--- config.mk ---
export PLATFORM = sky130hd
export DESIGN_NAME = run_context_update
export DESIGN_NICKNAME = d
export VERILOG_FILES = /design/src/rtl/run_context_update_pkg.sv /design/src/rtl/run_map_calc.sv /design/src/rtl/run_context_update.sv
export SDC_FILE = /design/constraint.sdc
export NUM_CORES = 1
export LEC_CHECK = 0
export ABC_CLOCK_PERIOD_IN_PS = 7300
export BUFFER_PORTS_ARGS = -buffer_cell sky130_fd_sc_hd__buf_2
export CORE_ASPECT_RATIO = 0.7
export CORE_MARGIN = 1.5
export CORE_UTILIZATION = 50
export CTS_BUF_LIST = sky130_fd_sc_hd__clkbuf_4 sky130_fd_sc_hd__clkbuf_8
export DETAILED_ROUTE_END_ITERATION = 10
export HOLD_SLACK_MARGIN = 0.15
export PLACE_DENSITY_LB_ADDON = 0.05
export SYNTH_ARGS = -nofsm -noshare
export SYNTH_HDL_FRONTEND = slang
export SYNTH_SLANG_ARGS = --single-unit
--- constraint.sdc ---
create_clock -name clk -period 7.3 [get_ports clk]
set_input_delay 0 -clock clk [delete_from_list [all_inputs] [get_ports clk]]
set_output_delay 0 -clock clk [all_outputs]
set_load 0.05 [all_outputs]
--- src/rtl/run_context_update_pkg.sv ---
// Shared constants, field widths and FSM encoding for the run-interruption
// context read-modify-write path.
package run_context_update_pkg;
  localparam int RESET_N = 64;
  localparam int KMAX    = 13;
  localparam int A_W     = 13;
  localparam int N_W     = 7;
  localparam int ERR_W   = 9;
  localparam int K_W     = 4;

  typedef enum logic [1:0] {IDLE, CALC, MAP, WB} state_t;
endpackage

--- src/rtl/run_map_calc.sv ---
// Combinational map bit, EMErrval and updated run context from the latched
// sample and the final k.
module run_map_calc
  import run_context_update_pkg::*;
#(
  parameter int RESET_N = run_context_update_pkg::RESET_N
) (
  input  logic                    ritype,
  input  logic signed [ERR_W-1:0] errval,
  input  logic [A_W-1:0]          a_in,
  input  logic [N_W-1:0]          nn_in,
  input  logic [N_W-1:0]          n_in,
  input  logic [K_W-1:0]          k,
  output logic                    map,
  output logic [ERR_W-1:0]        em_errval,
  output logic [A_W-1:0]          a_out,
  output logic [N_W-1:0]          nn_out,
  output logic [N_W-1:0]          n_out
);
  localparam int EW = ERR_W + 1;

  logic             neg, pos, nn_lt;
  logic [ERR_W-1:0] mag;
  logic [EW-1:0]    em_full;
  logic [EW:0]      a_inc;
  logic [A_W-1:0]   a_acc;
  logic [N_W-1:0]   nn_acc, n_half;

  always_comb begin
    neg     = errval[ERR_W-1];
    pos     = !neg && (errval != '0);
    nn_lt   = {nn_in, 1'b0} < {1'b0, n_in};
    map     = (k == '0 && pos && nn_lt) || (neg && !nn_lt) || (neg && k != '0);
    // -256 negates to 9'h100, which is the correct unsigned magnitude
    mag     = neg ? ERR_W'(-errval) : errval;
    em_full = {mag, 1'b0} - EW'(ritype) - EW'(map);
    em_errval = em_full[ERR_W-1:0];
    a_inc   = ({1'b0, em_full} + (EW+1)'(1) - (EW+1)'(ritype)) >> 1;
    a_acc   = a_in + A_W'(a_inc);
    nn_acc  = nn_in + N_W'(neg);
    n_half  = n_in;
    if (n_in == N_W'(RESET_N)) begin
      a_acc  = a_acc >> 1;
      nn_acc = nn_acc >> 1;
      n_half = n_in >> 1;
    end
    a_out  = a_acc;
    nn_out = nn_acc;
    n_out  = n_half + N_W'(1);
  end
endmodule

--- src/rtl/run_context_update.sv ---
// Run-interruption context consumer: k search, error mapping and one-cycle
// write-back of the updated A/Nn/N to the context store.
module run_context_update
  import run_context_update_pkg::*;
#(
  parameter int RESET_N = run_context_update_pkg::RESET_N,
  parameter int KMAX    = run_context_update_pkg::KMAX
) (
  input  logic                    clk,
  input  logic                    reset,
  input  logic                    en_in,
  input  logic                    RItype,
  input  logic signed [ERR_W-1:0] Errval,
  input  logic [A_W-1:0]          A_1,
  input  logic [A_W-1:0]          A_0,
  input  logic [N_W-1:0]          Nn_1,
  input  logic [N_W-1:0]          Nn_0,
  input  logic [N_W-1:0]          N_1,
  input  logic [N_W-1:0]          N_0,
  output logic                    busy,
  output logic                    code_valid,
  output logic [K_W-1:0]          k,
  output logic                    map,
  output logic [ERR_W-1:0]        EMErrval,
  output logic                    en_out,
  output logic                    RItype_out,
  output logic [A_W-1:0]          A,
  output logic [N_W-1:0]          Nn,
  output logic [N_W-1:0]          N
);
  state_t                  state_q, state_d;
  logic                    ritype_q, ritype_d;
  logic signed [ERR_W-1:0] err_q, err_d;
  logic [A_W-1:0]          a_q, a_d;
  logic [N_W-1:0]          nn_q, nn_d, n_q, n_d;
  logic [K_W-1:0]          kc_q, kc_d;

  logic                    code_valid_q, code_valid_d;
  logic [K_W-1:0]          k_q, k_d;
  logic                    map_q, map_d;
  logic [ERR_W-1:0]        em_q, em_d;
  logic                    en_out_q, en_out_d;
  logic                    rit_out_q, rit_out_d;
  logic [A_W-1:0]          a_out_q, a_out_d;
  logic [N_W-1:0]          nn_out_q, nn_out_d, n_out_q, n_out_d;

  logic [A_W:0]            temp;
  logic [20:0]             n_shift;
  logic                    k_done;
  logic                    c_map;
  logic [ERR_W-1:0]        c_em;
  logic [A_W-1:0]          c_a;
  logic [N_W-1:0]          c_nn, c_n;

  run_map_calc #(.RESET_N(RESET_N)) u_calc (
    .ritype    (ritype_q),
    .errval    (err_q),
    .a_in      (a_q),
    .nn_in     (nn_q),
    .n_in      (n_q),
    .k         (kc_q),
    .map       (c_map),
    .em_errval (c_em),
    .a_out     (c_a),
    .nn_out    (c_nn),
    .n_out     (c_n)
  );

  // Full-width compare so N<<k never truncates before reaching TEMP
  always_comb begin
    temp    = {1'b0, a_q} + (ritype_q ? (A_W+1)'(n_q >> 1) : '0);
    n_shift = 21'(n_q) << kc_q;
    k_done  = (n_shift >= 21'(temp)) || (kc_q == K_W'(KMAX));
  end

  always_comb begin
    state_d      = state_q;
    ritype_d     = ritype_q;
    err_d        = err_q;
    a_d          = a_q;
    nn_d         = nn_q;
    n_d          = n_q;
    kc_d         = kc_q;
    code_valid_d = 1'b0;
    k_d          = k_q;
    map_d        = map_q;
    em_d         = em_q;
    en_out_d     = 1'b0;
    rit_out_d    = rit_out_q;
    a_out_d      = a_out_q;
    nn_out_d     = nn_out_q;
    n_out_d      = n_out_q;
    case (state_q)
      IDLE: if (en_in) begin
        state_d  = CALC;
        ritype_d = RItype;
        err_d    = Errval;
        a_d      = RItype ? A_1  : A_0;
        nn_d     = RItype ? Nn_1 : Nn_0;
        n_d      = RItype ? N_1  : N_0;
        kc_d     = '0;
      end
      CALC: if (k_done) begin
        state_d      = MAP;
        code_valid_d = 1'b1;
        k_d          = kc_q;
        map_d        = c_map;
        em_d         = c_em;
      end else begin
        kc_d = kc_q + K_W'(1);
      end
      MAP: begin
        state_d   = WB;
        en_out_d  = 1'b1;
        rit_out_d = ritype_q;
        a_out_d   = c_a;
        nn_out_d  = c_nn;
        n_out_d   = c_n;
      end
      WB:      state_d = IDLE;
      default: state_d = IDLE;
    endcase
  end

  always_ff @(posedge clk or negedge reset) begin
    if (!reset) begin
      state_q      <= IDLE;
      ritype_q     <= 1'b0;
      err_q        <= '0;
      a_q          <= '0;
      nn_q         <= '0;
      n_q          <= '0;
      kc_q         <= '0;
      code_valid_q <= 1'b0;
      k_q          <= '0;
      map_q        <= 1'b0;
      em_q         <= '0;
      en_out_q     <= 1'b0;
      rit_out_q    <= 1'b0;
      a_out_q      <= '0;
      nn_out_q     <= '0;
      n_out_q      <= '0;
    end else begin
      state_q      <= state_d;
      ritype_q     <= ritype_d;
      err_q        <= err_d;
      a_q          <= a_d;
      nn_q         <= nn_d;
      n_q          <= n_d;
      kc_q         <= kc_d;
      code_valid_q <= code_valid_d;
      k_q          <= k_d;
      map_q        <= map_d;
      em_q         <= em_d;
      en_out_q     <= en_out_d;
      rit_out_q    <= rit_out_d;
      a_out_q      <= a_out_d;
      nn_out_q     <= nn_out_d;
      n_out_q      <= n_out_d;
    end
  end

  assign busy       = (state_q != IDLE);
  assign code_valid = code_valid_q;
  assign k          = k_q;
  assign map        = map_q;
  assign EMErrval   = em_q;
  assign en_out     = en_out_q;
  assign RItype_out = rit_out_q;
  assign A          = a_out_q;
  assign Nn         = nn_out_q;
  assign N          = n_out_q;
endmodule

# --- Word-level counts from Yosys, hierarchy flattened ---
# Index checks and enable logic that the tools add are counted.
word_totals:
  rom_bits: 0
  in_bits: 67
  latchBits: 0
  ramBits: 0
  wordCells: 74
  out_inout_bits: 45
  ff_bits: 87
  mem_count: 0
classes:
  reduce_logical: 20
  n_mux: 17
  n_lt_le_gt_ge: 2
  bitwise_logic: 0
  n_mul: 0
  add_sub_neg: 10
  div: 0
  shifts: 1
  eq_ne: 8
op_table:
  columns: ["cell", "n"]
  rows:
  - ["7-bit two-way mux", 4]
  - ["13-bit two-way mux", 2]
  - ["21-bit by 14-bit greater-or-equal comparator with 1-bit output", 1]
  - ["7-bit by 4-bit left shift with 21-bit output", 1]
  - ["10-bit by 1-bit subtractor with 10-bit output", 2]
  - ["13-bit by 6-bit adder with 14-bit output", 1]
  - ["13-bit by 10-bit adder with 13-bit output", 1]
  - ["10-bit by 1-bit adder with 11-bit output, second input constant", 1]
  - ["11-bit by 1-bit subtractor with 11-bit output", 1]
  - ["9-bit two-way mux", 1]
  - ["9-bit negator", 1]
  - ["9-bit nonzero test", 1]
  - ["8-bit by 7-bit < comparator with 1-bit output", 1]
  - ["4-bit two-way mux", 2]
  - ["2-bit one-hot mux with 4 select lines", 1]
  - ["4-bit one-hot mux with 2 select lines", 1]
  - ["7-bit by 1-bit adder with 7-bit output", 1]
  - ["7-bit by 1-bit adder with 7-bit output, second input constant", 1]
  - ["7-bit == test, second input constant", 1]
  - ["6-bit two-way mux", 1]
  - ["2-bit != test, second input constant", 3]
  - ["2-bit AND reduction", 3]
  - ["1-bit logical AND", 5]
  - ["4-bit by 1-bit adder with 4-bit output, second input constant", 1]
  - ["other kinds (12)", 20]

# --- Depth between registers and ports, before layout ---
# Gate-level depths: netlist of the first run.
logic_depth:
  depth_word: 11
  ltp_mapped: 32
  ltp_nobuf: 30

# --- By module ---
# Synthesis of the first run repeated with hierarchy kept, for this count alone.
hier_totals:
  cells_unflattened: 758
  hier_area_um2: 6950.4
by_module_without_submodules:
  columns: ["mod", "seq_area_each_um2", "cells_each", "area_each_um2", "instances"]
  rows:
  - ["run_context_update", 2177.1, 441, 4800.9, 1]
  - ["run_map_calc", 0.0, 317, 2149.6, 1]

# --- Least setup slack after synthesis of the first run ---
# Ideal clock, no wire load.
synth_timing:
  kind: "register to register"
  start: "register n_q[1]"
  end: "register a_out_q[11], in the netlist A[11]"
  required_time_ns: 7.161
  period_less_slack_ns: 5.542
  t_arrival_ns: 5.403
  path_slack_ns: 1.758
  path_stages_with_launch: 29
  setup_time_ns: 0.139
  n_path_buf: 1
  path_cell_list: "dfrtp_1 > clkbuf_1 > inv_1 > ha_1 > nor2b_1 > o21a_1 > o21ai_0 > nand2b_1 > a21oi_1 > o21ai_1 > mux2i_1 > ha_1 > or3_1 > a21o_1 > o211ai_1 > ha_1 > nor2b_1 > o21ai_0 > nand2b_1 > a221o_1 > a41oi_1 > o21ai_1 > xor2_1 > ha_1 > a21o_1 > o31ai_1 > nor2_1 > xnor2_1 > o221ai_1"
synth_between:
  elab_chain_len: 10
  word_cells_on_any_way: 12
  classes_between: "4 x add/sub; 1 x order compare; 1 x eq/ne; 1 x mux; 5 x reduce/logical"
synth_lines:
  columns: ["element", "line", "text"]
  rows:
  - ["from (decl)", "run_context_update.sv:35", "logic [N_W-1:0] nn_q, nn_d, n_q, n_d;"]
  - ["from (signal assigned)", "run_context_update.sv:149", "n_q <= n_d;"]
  - ["8-bit by 7-bit < comparator with 1-bit output", "run_map_calc.sv:32", "nn_lt = {nn_in, 1'b0} < {1'b0, n_in};"]
  - ["1-bit logical NOT", "run_map_calc.sv:33", "map = (k == '0 && pos && nn_lt) || (neg && !nn_lt) || (neg && k != '0);"]
  - ["1-bit logical AND", "run_map_calc.sv:33", null]
  - ["1-bit logical OR (2 in series)", "run_map_calc.sv:33", null]
  - ["10-bit by 1-bit subtractor with 10-bit output", "run_map_calc.sv:36", "em_full = {mag, 1'b0} - EW'(ritype) - EW'(map);"]
  - ["10-bit by 1-bit adder with 11-bit output", "run_map_calc.sv:38", "a_inc = ({1'b0, em_full} + (EW+1)'(1) - (EW+1)'(ritype)) >> 1;"]
  - ["11-bit by 1-bit subtractor with 11-bit output", "run_map_calc.sv:38", null]
  - ["13-bit by 10-bit adder with 13-bit output", "run_map_calc.sv:39", "a_acc = a_in + A_W'(a_inc);"]
  - ["13-bit two-way mux *", "run_map_calc.sv:42", "if (n_in == N_W'(RESET_N)) begin"]
  - ["to (signal assigned)", "run_context_update.sv:157", "a_out_q <= a_out_d;"]
  - ["to (decl)", "run_context_update.sv:44", "logic [A_W-1:0] a_out_q, a_out_d;"]
# Mark *: on every way between the ends. The rest lies on a longest branch, timed or not.
# A chain may end at the register's enable or synchronous reset.

# --- Worst setup path after layout of the first run ---
layout_timing:
  start: "register n_q[1]"
  end: "register a_out_q[10], in the netlist A[10]"
# The elaborated chain is that of the path after synthesis.

==> results of run 1 <==
## how the worst min path moves through the flow
| stage | to | cells after the start |
|---|---|---|
| 3_5_place_dp | err_q[2]$_DFFE_PN0P_ | 2 |
| 5_1_grt | err_q[6]$_DFFE_PN0P_ | 3 |
| 6_report | a_q[9]$_DFFE_PN0P_ | 2 |
| 4_1_cts | err_q[3]$_DFFE_PN0P_ | 3 |
| 3_3_place_gp | err_q[2]$_DFFE_PN0P_ | 2 |
| 2_1_floorplan | A[0]$_DFFE_PN0P_ | 0 |
## state kept, by name, summed over array words and instances, names as in the netlist, 7 cells and up
signal,count
EMErrval,9
nn_q,7
N,7
Nn,7
a_q,13
n_q,7
err_q,9
A,13
## area by class of cell
type / count / area [sq um] / share of cell area (%)
Clock buffer: 9 / 123.9 / 1.513
Clock inverter: 7 / 100.1 / 1.223
Inverter: 41 / 153.9 / 1.880
Multi-Input combinational cell: 586 / 4214 / 51.48
Sequential cell: 87 / 2177 / 26.60
Tap cell: 166 / 207.7 / 2.537
Timing Repair Buffer: 176 / 1209 / 14.77
## timing repair
item	in CTS	in global routing
hold endpoints to repair	125	0
hold buffers	65	0
setup endpoints to repair	0	0
setup buffers	0	0
## stage by stage
step                      util [%]  instance area (sq um)  hold WS (ns)
after floorplan                  -                   6720       -0.2956
after global placement       55.65                   7311        0.2306
after detailed placement     55.65                   7311        0.2366
after CTS                    62.30                   8185        0.3692
after global routing         62.30                   8185        0.3866
final                        62.30                   8185        0.3667
## logic make-up (layout without fill, tap and decap cells)
logic type | after synthesis | in the layout | synth area share (%)
and+or+nand+nor | 225 | 225 | 15.81
muxes | 70 | 70 | 10.89
adders and majority gates | 62 | 62 | 11.77
buffers and inverters | 81 | 233 | 4.971
xor gates and xnor gates | 52 | 52 | 6.889
DFF | 87 | 87 | 32.40
AOI/OAI and AO/OA | 177 | 177 | 17.28
## per-layer routing
layer	wire, um	vias up	GRT usage (%)
met5	0	-	0
met1	9636	2745	41.23
met2	7471	211	38.84
met3	1217	15	5.534
met4	221	0	5.948
li1	-	2954	-
## layout by cell type (no fill, tap or decap), drive strengths merged, types with 4 or more instances in the layout
master,n
or2,6
a31oi,13
clkbuf,9
xnor2,33
inv,45
dfrtp,87
nand2b,4
ha,60
nor2,55
nand3,18
nor3,16
dlygate4sd3,65
o21bai,5
a21o,11
buf,111
o21ai,62
xor2,19
mux2,25
mux2i,45
nor2b,9
and2,9
o22ai,10
a21oi,36
nand4,6
nand2,83
o22a,4
or3,6
a211oi,4
## critical path, stage by stage, from the launching register on
cell,delay [ns]
dfrtp_1,0.48
inv_1,0.09
ha_1,0.27
nor2b_1,0.13
o21a_1,0.18
o21ai_0,0.15
nand2b_1,0.08
a21oi_1,0.16
o21ai_1,0.10
mux2i_1,0.14
ha_1,0.30
or3_1,0.42
a21o_1,0.20
o211ai_1,0.39
ha_1,0.33
nor2b_1,0.13
o21ai_0,0.16
nand2b_1,0.15
a221o_1,0.35
a41oi_1,0.33
o21ai_1,0.13
xor2_1,0.15
ha_1,0.25
a21o_1,0.21
o31ai_1,0.36
xnor2_1,0.14
a31oi_1,0.19
o21ai_1,0.10
==> run_summary.xml, run 1 <==
<?xml version="1.0" encoding="UTF-8"?>
<metrics>
  <group name="finish">
    <metric name="filler_cell_count" unit="">1142</metric>
    <metric name="syn2layout_area_growth" unit="%">21.80</metric>
    <metric name="drive_gt1_share" unit="%">18.65</metric>
    <metric name="instances_no_fill" unit="">1072</metric>
    <metric name="antenna_cells_inserted" unit="">0</metric>
    <metric name="design.final.nets" unit="">1030</metric>
  </group>
  <group name="worst_hold_path">
    <metric name="min_path_type" unit="">input pin to async pin</metric>
  </group>
  <group name="setup_path">
    <metric name="rr_startpoint" unit="">n_q[1]$_DFFE_PN0P_</metric>
    <metric name="worst_path_class_setup" unit="">flop to flop</metric>
    <metric name="worst-endpoint-required" unit="ns">7.55</metric>
    <metric name="timing.critical_path.from_type" unit="">flop</metric>
    <metric name="startpoint" unit="">n_q[1]$_DFFE_PN0P_</metric>
    <metric name="worst-r2r-cell-count" unit="">27</metric>
    <metric name="critical_path.endpoint_type" unit="">flop</metric>
    <metric name="worst-path-max-fanout" unit="">8</metric>
    <metric name="crit_path_end" unit="">A[10]$_DFFE_PN0P_</metric>
    <metric name="worstPathArrival" unit="ns">6.46</metric>
    <metric name="crit-reg2reg-capture" unit="">A[10]$_DFFE_PN0P_</metric>
    <metric name="ff2ff_setup_slack" unit="ns">1.10</metric>
  </group>
  <group name="detailed_routing">
    <metric name="avgViaCountPerCell" unit="">5.527</metric>
    <metric name="drtIter0Drc" unit="">307</metric>
    <metric name="postRouteWirelength" unit="mm">18.55</metric>
    <metric name="antenna_left" unit="">0</metric>
    <metric name="drcViolationCount" unit="">0</metric>
    <metric name="wire_per_inst" unit="um">17.30</metric>
    <metric name="drt_pass1_iterations" unit="">4</metric>
    <metric name="detailroute.via_count" unit="">5925</metric>
  </group>
  <group name="timing">
    <metric name="period_needed" unit="ns">6.203</metric>
    <metric name="grt_setup_unrepaired" unit="">false</metric>
    <metric name="final.period_utilization" unit="%">84.97</metric>
    <metric name="worst_slew_margin_rel" unit="%">25.56</metric>
    <metric name="finalSetupTns" unit="ns">0</metric>
    <metric name="finalWorstSetupSlack" unit="ns">1.097</metric>
    <metric name="setup_viol" unit="">0</metric>
    <metric name="final_max_slew_viol_count" unit="">0</metric>
    <metric name="timing.final.hold_violations" unit="">0</metric>
    <metric name="worstMarginPinSlew" unit="ns">1.117</metric>
    <metric name="max_clock_freq" unit="MHz">161.2</metric>
    <metric name="worst_clock_skew" unit="ns">0.01039</metric>
  </group>
  <group name="clock_network">
    <metric name="cts_tree" unit="">built</metric>
    <metric name="cts.repair.resized" unit="">0</metric>
    <metric name="number_of_levels_in_the_clock_h_tree" unit="">3</metric>
    <metric name="clkTransAtPathRegs" unit="ns">0.10</metric>
    <metric name="cts_inserted_buffers" unit="">9</metric>
    <metric name="clk-insertion-delay-late" unit="ns">0.37</metric>
    <metric name="clock_sinks" unit="">87</metric>
    <metric name="clk_path_buf_depth" unit="">2</metric>
    <metric name="cts_root_buffer" unit="">clkbuf_8</metric>
  </group>
  <group name="logic_synthesis">
    <metric name="synth_enable_flop_cells" unit="">0</metric>
    <metric name="ys_warn_count" unit="">0</metric>
    <metric name="mappedNetlistNets" unit="">883</metric>
    <metric name="post_synth_instance_area" unit="sq um">6720</metric>
    <metric name="synth_top_area_share" unit="%">32.40</metric>
    <metric name="synth-async-reset-ratio" unit="%">100.0</metric>
    <metric name="ys.flop_type" unit="">dfrtp_1</metric>
    <metric name="post_synthesis_mean_instance_area" unit="sq um">8.913</metric>
    <metric name="netlist_instances" unit="">754</metric>
    <metric name="netlist_top_cells_area" unit="">dfrtp_1 32%, ha_1 11%, mux2i_1 6.7%</metric>
    <metric name="yosysTopAreaCell" unit="">dfrtp_1</metric>
    <metric name="ys_seq_area_share" unit="%">32.40</metric>
    <metric name="yosys-top-cells-count" unit="">87 x dfrtp_1, 83 x nand2_1, 60 x ha_1</metric>
    <metric name="synth_seq_cells" unit="">87</metric>
    <metric name="synth_most_common_cell" unit="">dfrtp_1</metric>
    <metric name="yosys.cell_types.count" unit="">70</metric>
  </group>
  <group name="placement">
    <metric name="final_weighted_congestion_in_routability_driven_placement" unit="">0.8998</metric>
    <metric name="pre_cts_slack" unit="ns">1.177</metric>
    <metric name="numPlacedInstances" unit="">991</metric>
    <metric name="port-buffer-count" unit="">111</metric>
    <metric name="dp_hpwl" unit="mm">13.70</metric>
  </group>
  <group name="grt">
    <metric name="grt_pass1_wl" unit="mm">29.93</metric>
    <metric name="maximum_number_of_pins_on_one_net_before_global_route_repair" unit="">88</metric>
    <metric name="grt_pass1_vias" unit="">5806</metric>
    <metric name="antenna_found_initial" unit="">0</metric>
    <metric name="grt_remaining_overflow" unit="">0</metric>
    <metric name="global_route_usage_over_all_layers" unit="%">26.94</metric>
  </group>
  <group name="floorplan">
    <metric name="io_pins" unit="">112</metric>
    <metric name="floorplan.die.height" unit="um">100.0</metric>
    <metric name="floorplan.initialDensity" unit="%">51.15</metric>
    <metric name="dieWidth" unit="um">141.6</metric>
    <metric name="core-area" unit="sq um">13140</metric>
    <metric name="floorplan.rows" unit="">35</metric>
    <metric name="die_area" unit="sq um">14160</metric>
  </group>
  <group name="run">
    <metric name="cap_viol_max_count" unit="">0</metric>
  </group>
  <group name="status">
    <metric name="status" unit="">complete, no violations</metric>
  </group>
</metrics>
Power of run 1 is left out: the tool's default activity adds up to more than one toggle a clock period on the data nets, which glitch-free logic cannot reach.
==> inputs of run 2 (changes only) <==
- ABC_CLOCK_PERIOD_IN_PS: 7300 -> 5600
- clock period: 7.3 -> 5.6 ns (I/O delays scaled with it)
==> run_summary.xml, run 2 (same netlist as run 1, synthesis figures left out) <==
<?xml version="1.0" encoding="UTF-8"?>
<metrics>
  <group name="status">
    <metric name="status" unit="">complete, no violations</metric>
  </group>
  <group name="finish">
    <metric name="syn2layout_area_growth" unit="%">32.71</metric>
    <metric name="most-common-layout-cells" unit="">110 x buf_2, 87 x dfrtp_1, 81 x nand2_1</metric>
    <metric name="antenna_cells_inserted" unit="">0</metric>
    <metric name="final_core_utilization" unit="%">67.89</metric>
    <metric name="design.final.nets" unit="">1081</metric>
    <metric name="filler_cell_count" unit="">1079</metric>
    <metric name="drive_gt1_share" unit="%">27.48</metric>
    <metric name="layout_commonest_cell" unit="">buf_2</metric>
  </group>
  <group name="floorplan">
    <metric name="floorplan.die.height" unit="um">100.0</metric>
    <metric name="core-area" unit="sq um">13140</metric>
    <metric name="dieWidth" unit="um">141.6</metric>
    <metric name="floorplan.rows" unit="">35</metric>
    <metric name="io_pins" unit="">112</metric>
    <metric name="die_area" unit="sq um">14160</metric>
    <metric name="floorplan.initialDensity" unit="%">51.15</metric>
  </group>
  <group name="grt">
    <metric name="antenna_found_initial" unit="">0</metric>
    <metric name="maximum_number_of_pins_on_one_net_before_global_route_repair" unit="">65</metric>
    <metric name="global_route_usage_over_all_layers" unit="%">28.24</metric>
    <metric name="grt_remaining_overflow" unit="">0</metric>
    <metric name="grt_pass1_vias" unit="">5887</metric>
    <metric name="grt_pass1_wl" unit="mm">31.06</metric>
  </group>
  <group name="clock_network">
    <metric name="clk-insertion-delay-late" unit="ns">0.38</metric>
    <metric name="clk_path_buf_depth" unit="">2</metric>
    <metric name="cts_inserted_buffers" unit="">9</metric>
    <metric name="clkTransAtPathRegs" unit="ns">0.10</metric>
    <metric name="cts_root_buffer" unit="">clkbuf_8</metric>
    <metric name="clock_sinks" unit="">87</metric>
    <metric name="cts_tree" unit="">built</metric>
    <metric name="number_of_levels_in_the_clock_h_tree" unit="">3</metric>
  </group>
  <group name="detailed_routing">
    <metric name="drcViolationCount" unit="">0</metric>
    <metric name="antenna_left" unit="">0</metric>
    <metric name="wire_per_inst" unit="um">17.48</metric>
    <metric name="postRouteWirelength" unit="mm">19.63</metric>
    <metric name="detailroute.via_count" unit="">6258</metric>
    <metric name="avgViaCountPerCell" unit="">5.573</metric>
    <metric name="drtIter0Drc" unit="">379</metric>
    <metric name="drt_pass1_iterations" unit="">6</metric>
  </group>
  <group name="timing">
    <metric name="setup_viol" unit="">0</metric>
    <metric name="final_max_slew_viol_count" unit="">0</metric>
    <metric name="worst_clock_skew" unit="ns">0.01394</metric>
    <metric name="worstMarginPinSlew" unit="ns">1.144</metric>
    <metric name="max_clock_freq" unit="MHz">186.2</metric>
    <metric name="worst_slew_margin_rel" unit="%">23.49</metric>
    <metric name="finalWorstSetupSlack" unit="ns">0.2281</metric>
    <metric name="timing.final.hold_violations" unit="">0</metric>
    <metric name="final.period_utilization" unit="%">95.93</metric>
    <metric name="period_needed" unit="ns">5.372</metric>
  </group>
  <group name="placement">
    <metric name="port-buffer-count" unit="">111</metric>
    <metric name="final_weighted_congestion_in_routability_driven_placement" unit="">0.8841</metric>
    <metric name="pre_cts_slack" unit="ns">-0.2384</metric>
    <metric name="dp_hpwl" unit="mm">14.21</metric>
  </group>
  <group name="setup_path">
    <metric name="worstPathArrival" unit="ns">5.60</metric>
    <metric name="crit_path_end" unit="">A[12]$_DFFE_PN0P_</metric>
    <metric name="timing.critical_path.slowest_cell_delay" unit="ns">0.40</metric>
    <metric name="worst-r2r-cell-count" unit="">28</metric>
    <metric name="worst-endpoint-required" unit="ns">5.83</metric>
    <metric name="worst_path_class_setup" unit="">flop to flop</metric>
    <metric name="startpoint" unit="">n_q[1]$_DFFE_PN0P_</metric>
    <metric name="rr_startpoint" unit="">n_q[1]$_DFFE_PN0P_</metric>
    <metric name="slowest_stage_cell_on_the_critical_path" unit="">dfrtp_1</metric>
    <metric name="critical_path.endpoint_type" unit="">flop</metric>
    <metric name="worst-path-max-fanout" unit="">4</metric>
    <metric name="timing.critical_path.from_type" unit="">flop</metric>
    <metric name="ff2ff_setup_slack" unit="ns">0.23</metric>
    <metric name="crit-reg2reg-capture" unit="">A[12]$_DFFE_PN0P_</metric>
  </group>
  <group name="run">
    <metric name="cap_viol_max_count" unit="">0</metric>
  </group>
  <group name="worst_hold_path">
    <metric name="min_path_type" unit="">input pin to async pin</metric>
  </group>
</metrics>
==> run 2: changes by cell type in the layout (fill, tap and decap cells not counted), sizes merged <==
cell  change
buf      +51
==> run 2: cell type report <==
| cell class | count | area, sq um | share of cell area, % |
|---|---|---|---|
| multi-input cells | 586 | 4558 | 51.11 |
| clock inverters | 7 | 100.1 | 1.122 |
| clock buffers | 9 | 123.9 | 1.389 |
| repair buffers | 227 | 1595 | 17.89 |
| flip-flops and latches | 87 | 2177 | 24.41 |
| well taps | 166 | 207.7 | 2.329 |
| inverters | 41 | 156.4 | 1.754 |
==> run 2: how the worst min path moves through the flow <==
stage                     startpoint            endpoint  slack (ns)  depth (start not counted)
final                          reset  a_q[7]$_DFFE_PN0P_        0.16                          2
after global routing           reset  a_q[7]$_DFFE_PN0P_        0.22                          2
after CTS                      reset  a_q[7]$_DFFE_PN0P_        0.18                          2
after detailed placement       reset  a_q[7]$_DFFE_PN0P_        0.05                          1
after global placement         reset  a_q[7]$_DFFE_PN0P_        0.04                          1
after floorplan                reset    A[0]$_DFFE_PN0P_       -0.30                          0
==> run 2: repair_timing <==
item,CTS,global route
pin swaps,2,36
cloned,0,0
setup buffers,2,11
hold endpoints to repair,83,0
hold buffers,65,0
gates resized for setup,4,57
endpoints found under the setup margin,6,8
==> run 2: metal layers <==
metal  routed length, um  GRT usage [%]  vias up
met1                9872          42.71     2984
met3                1273          5.964       17
met4                 182          5.075        0
met2                8296          41.84      201
met5                   0              0        -
li1                    -              -     3056
==> run 2: metrics by stage <==
step | hold slack [ns] | TNS [ns] | area [sq um] | std cells
after floorplan | -0.2956 | 0 | 6720 | 754
after global placement | 0.03673 | -0.02093 | 7596 | 1029
after detailed placement | 0.05419 | -0.9015 | 7596 | 1029
after CTS | 0.1801 | 0 | 8508 | 1112
after global routing | 0.2222 | -0.3078 | 8919 | 1123
final | 0.1570 | 0 | 8919 | 1123
==> run 2: worst max-delay path: cells and delay by family, from the launching register on <==
kind,cells,cell delay (ns)
simple gates,7,0.97
xor+xnor,4,0.63
flops,1,0.40
mux,1,0.21
buf+inv,3,0.32
compound gates,8,1.35
fa+ha+maj,5,1.35
Power of run 2 is left out for the same reason.
